<file path="src/rtl/display_scan_ctrl.sv">
// Multiplexed four-digit seven-segment scan controller.
// Walks the four digit slots at DIV clk cycles per slot, presents the active
// BCD nibble to the shared decoder, and double-buffers new display values so
// that the visible digits only change on a frame boundary.
module display_scan_ctrl #(
  parameter int DIV = 50000
) (
  input  logic        clk,
  input  logic        rst,
  input  logic        load,
  input  logic [15:0] data,
  input  logic        lzb_en,
  output logic        ready,
  output logic [3:0]  digit,
  output logic [3:0]  an,
  output logic        blank,
  output logic        frame_done
);

  // DIV=1 would give a zero-width counter; keep one bit so tick is constant high.
  localparam int            CW      = (DIV > 1) ? $clog2(DIV) : 1;
  localparam logic [CW-1:0] CNT_MAX = CW'(DIV - 1);

  logic [CW-1:0] cnt;
  logic [1:0]    idx;
  logic          tick;
  logic          frame_bnd;
  logic [15:0]   disp;
  logic [15:0]   pend;
  logic          pend_valid;
  logic [3:0]    zero_above;

  assign tick      = (cnt == CNT_MAX);
  assign frame_bnd = tick && (idx == 2'd3);
  assign ready     = ~pend_valid;

  // Slot prescaler: counts 0..DIV-1 and wraps.
  always_ff @(posedge clk or posedge rst) begin
    if (rst)       cnt <= '0;
    else if (tick) cnt <= '0;
    else           cnt <= cnt + CW'(1);
  end

  // Active slot index, advances once per slot period.
  always_ff @(posedge clk or posedge rst) begin
    if (rst)       idx <= 2'd0;
    else if (tick) idx <= idx + 2'd1;
  end

  // End-of-frame pulse, registered one cycle after the last slot's tick.
  always_ff @(posedge clk or posedge rst) begin
    if (rst) frame_done <= 1'b0;
    else     frame_done <= frame_bnd;
  end

  // Double buffer: pending value moves to the display only at a frame boundary.
  // A load coinciding with a transfer is dropped because pend is still full.
  always_ff @(posedge clk or posedge rst) begin
    if (rst) begin
      disp       <= 16'h0000;
      pend       <= 16'h0000;
      pend_valid <= 1'b0;
    end else if (frame_bnd && pend_valid) begin
      disp       <= pend;
      pend_valid <= 1'b0;
    end else if (load && !pend_valid) begin
      pend       <= data;
      pend_valid <= 1'b1;
    end
  end

  // Slot decode: nibble select, blanking (invalid BCD or leading zero), digit enables.
  always_comb begin
    zero_above    = 4'b0000;
    zero_above[3] = (disp[15:12] == 4'h0);
    zero_above[2] = zero_above[3] && (disp[11:8] == 4'h0);
    zero_above[1] = zero_above[2] && (disp[7:4] == 4'h0);
    // Slot 0 always shows, so a zero value still displays a single 0.
    zero_above[0] = 1'b0;

    digit = disp[{idx, 2'b00} +: 4];
    blank = (digit > 4'd9) || (lzb_en && zero_above[idx]);
    if (blank) an = 4'b1111;
    else       an = ~(4'b0001 << idx);
  end

endmodule

</file>
<file path="config.mk">
export PLATFORM = sky130hd
export DESIGN_NAME = display_scan_ctrl
export DESIGN_NICKNAME = d
export VERILOG_FILES = /design/src/rtl/display_scan_ctrl.sv
export SDC_FILE = /design/constraint.sdc
export NUM_CORES = 1
export LEC_CHECK = 0
export CELL_PAD_IN_SITES_DETAIL_PLACEMENT = 1
export CELL_PAD_IN_SITES_GLOBAL_PLACEMENT = 2
export CORE_ASPECT_RATIO = 0.8
export CORE_MARGIN = 4
export CORE_UTILIZATION = 34
export DETAILED_ROUTE_END_ITERATION = 8
export HOLD_SLACK_MARGIN = 0.15
export PLACE_DENSITY_LB_ADDON = 0.1
export SLEW_MARGIN = 25
export SYNTH_ARGS = -nofsm -noshare
export SYNTH_HDL_FRONTEND = slang
export SYNTH_SLANG_ARGS = --single-unit
</file>
<file path="constraint.sdc">
create_clock -name clk -period 1.85 [get_ports clk]
set_input_delay 0.2775 -clock clk [delete_from_list [all_inputs] [get_ports clk]]
set_output_delay 0.2775 -clock clk [all_outputs]
set_load 0.03 [all_outputs]
</file>
==> qor.csv <==
metric,value,unit
viasPerCell,4.84,
crit_top_cell,buf_6,
grt_pass1_vias,1757,
worstSetupPathType,flip-flop to primary output,
synth_edf_count,0,
syn_inst,181,
ys_ff_latch,52,
yosysTopAreaCellShare,54.1,%
vias,1642,
end_kind,primary output,
root_buffer,clkbuf_8,
drv_slew,0,
tritoncts,done,
cts_sinks,52,
setup_ws,-0.463,ns
syn_nets,206,
worst_slew_pin_slew,0.420,ns
path_max_fanout,3,
num-fill-cells,720,
ys_seq_area_share,54.1,%
first_pass_iters,4,
grt.overflow.total,0,
drc,0,
relSlewSlack,71.7,%
drive_gt1_share,44.4,%
grt_pass1_wl,9320,um
place_ws,-0.550,ns
synth_cell_types,33,
fmax,0.432,GHz
crit_required,1.57,ns
die-area,0.00849,mm^2
critPathLaunchType,flip-flop,
fin_crit_sh,125,%
drt_iter0_markers,59,
io_buffer_count,30,
finalWirelength,6040,um
cts_inserted_buffers,5,
place_area,0.00303,mm^2
final_common_cell,dfrtp_1,
syn_area,0.00240,mm^2
status,"complete, but fails checks",
dp_cells,321,
hold_path.class,input pin to asynchronous set/reset pin,
report.final.setup_viol,8,
post_drt_wl_per_cell,17.8,um
start_util,34.9,%
postSynth.asyncResetShare,100,%
rows,27,
die_h,83.2,um
antenna_found_initial,0,
stdcell_area,0.00334,mm^2
critPathArrivalTime,2.04,ns
htree_levels,2,
rsz0062_at_grt,true,
clk_latency,0.31,ns
utilization,48.5,%
gp_congestion,0.778,
cap_violations,0,
finalClockSkew,0.0101,ns
final_cells,339,
antenna_left,0,
cp_slowest_stage_delay,0.42,ns
worstPathCellList,"nor4_1, a21oi_1, o31a_1, buf_6, buf_6, inv_2, buf_6",
path_clk_slew,0.10,ns
nets,276,
slowest_stage,dfrtp_1,
met2_usage,20.8,%
synth_top_cell_by_area,dfrtp_1,
io_pins,31,
grt_util_met3,3.53,%
ir_worst_vdd,0.422,mV
clk_path_buf_depth,2,
layout_common_cells,"dfrtp_1 (50), buf_4 (28), clkdlybuf4s50_1 (21)",
violations,setup timing,
p_leak,1.50,nW
ys_warn_count,0,
busiest_layer,met2,
ys_top_cells_by_area,"dfrtp_1 (54%), mux2_2 (12%), mux2_4 (5.6%)",
area_growth,39.0,%
powerDensity,632,mW/mm^2
diodes,0,
core_area,0.00689,mm^2
fin_crit,2.31,ns
hold_viol_final,0,
grt_max_degree,53,
grt.total_usage,14.0,%
synth_area_per_cell,13.3,um^2
grtUsageMet1,20.3,%
dp_hpwl,4120,um
synth_ff_type,dfrtp_1,
die_w,102,um
cts_hold_buf,0,
## sequential cells by signal, indices dropped and copies added (netlist names)
name	cells
idx	2
pend	16
frame_done	1
disp	16
pend_valid	1
cnt	16
## report_power, final
part / leakage [nW] / internal, mW / switching, mW
Sequential: 0.678 / 1.18 / 0.0239
Combinational: 0.765 / 0.0702 / 0.0396
Clock: 0.0541 / 0.401 / 0.401
Total: 1.50 / 1.65 / 0.465
## cell type report
cell class | instances | area [um^2] | area share, %
clock inverter | 3 | 42.5 | 1.27
inverter | 7 | 26.3 | 0.787
timing repair buffer | 69 | 699 | 20.9
multi-input combinational | 116 | 1090 | 32.7
clock buffer | 5 | 68.8 | 2.06
sequential | 52 | 1300 | 39.0
tap | 87 | 109 | 3.26
## what timing repair did
item | 4_1_cts | 5_1_grt
buffers inserted | 4 | 4
resized for setup | 62 | 15
pin swaps | 1 | 3
cloned | 0 | 2
setup endpoints to repair | 9 | 18
## metal layers
metal	part of all wire, %	vias to the layer above	wire (um)
li1	-	777	-
met1	49	834	2960
met2	46	27	2800
met3	3.9	4	236
met4	0.56	0	34
met5	0	-	0
## metrics by stage
stage	setup TNS, ns	power (mW)	hold slack, ns
2_1_floorplan	-0.701	1.27	0.402
3_5_place_dp	-2.84	1.34	0.481
4_1_cts	-1.99	2.13	0.339
3_3_place_gp	-2.37	1.32	0.457
5_1_grt	-3.55	2.21	0.339
6_report	-2.39	2.11	0.317
## worst max-delay path: cells and delay by family, from the launching register on
| family | cells | cell delay (ns) |
|---|---|---|
| AOI/OAI and AO/OA | 2 | 0.48 |
| buffers and inverters | 4 | 0.40 |
| DFF | 1 | 0.42 |
| and+or+nand+nor | 1 | 0.42 |
## path summary, 6_finish.rpt
path	slack, ns	start	endpoint	depth (start not counted)
max in group asynchronous	1.28	rst	idx[1]	3
worst min-delay path	0.32	rst	disp[0]	3
worst max-delay path	-0.46	disp[5]	blank	7
min in group clk	0.50	cnt[15]	cnt[15]	1
worst max register to register	0.02	cnt[7]	disp[4]	5
worst min register to register	0.50	cnt[15]	cnt[15]	1
## kinds of logic (layout without fill, tap and decap cells)
group | after synthesis | in the layout | synth area share, %
flops | 52 | 52 | 54.1
fa+ha+maj | 5 | 5 | 2.60
mux | 39 | 39 | 21.5
compound gates | 7 | 7 | 1.77
buf+inv | 13 | 84 | 2.92
xor+xnor | 11 | 11 | 4.01
simple gates | 54 | 54 | 13.1
## Yosys cell counts (2+ instances only)
cell      instances
and2_1            2
inv_1             7
mux2_2           25
mux4_2            4
a21oi_1           2
nor2b_1           2
dfrtp_1          52
nand3_1           3
nor4_1            3
mux2_4            9
o21ai_0           2
buf_2             4
nor2_1           12
xor2_1            6
nand4_1           3
and4bb_2          2
nand2_1          15
and4_2            2
nor3_1            4
ha_1              5
xnor2_1           5
Note: power is estimated with default switching activity, not from simulation.
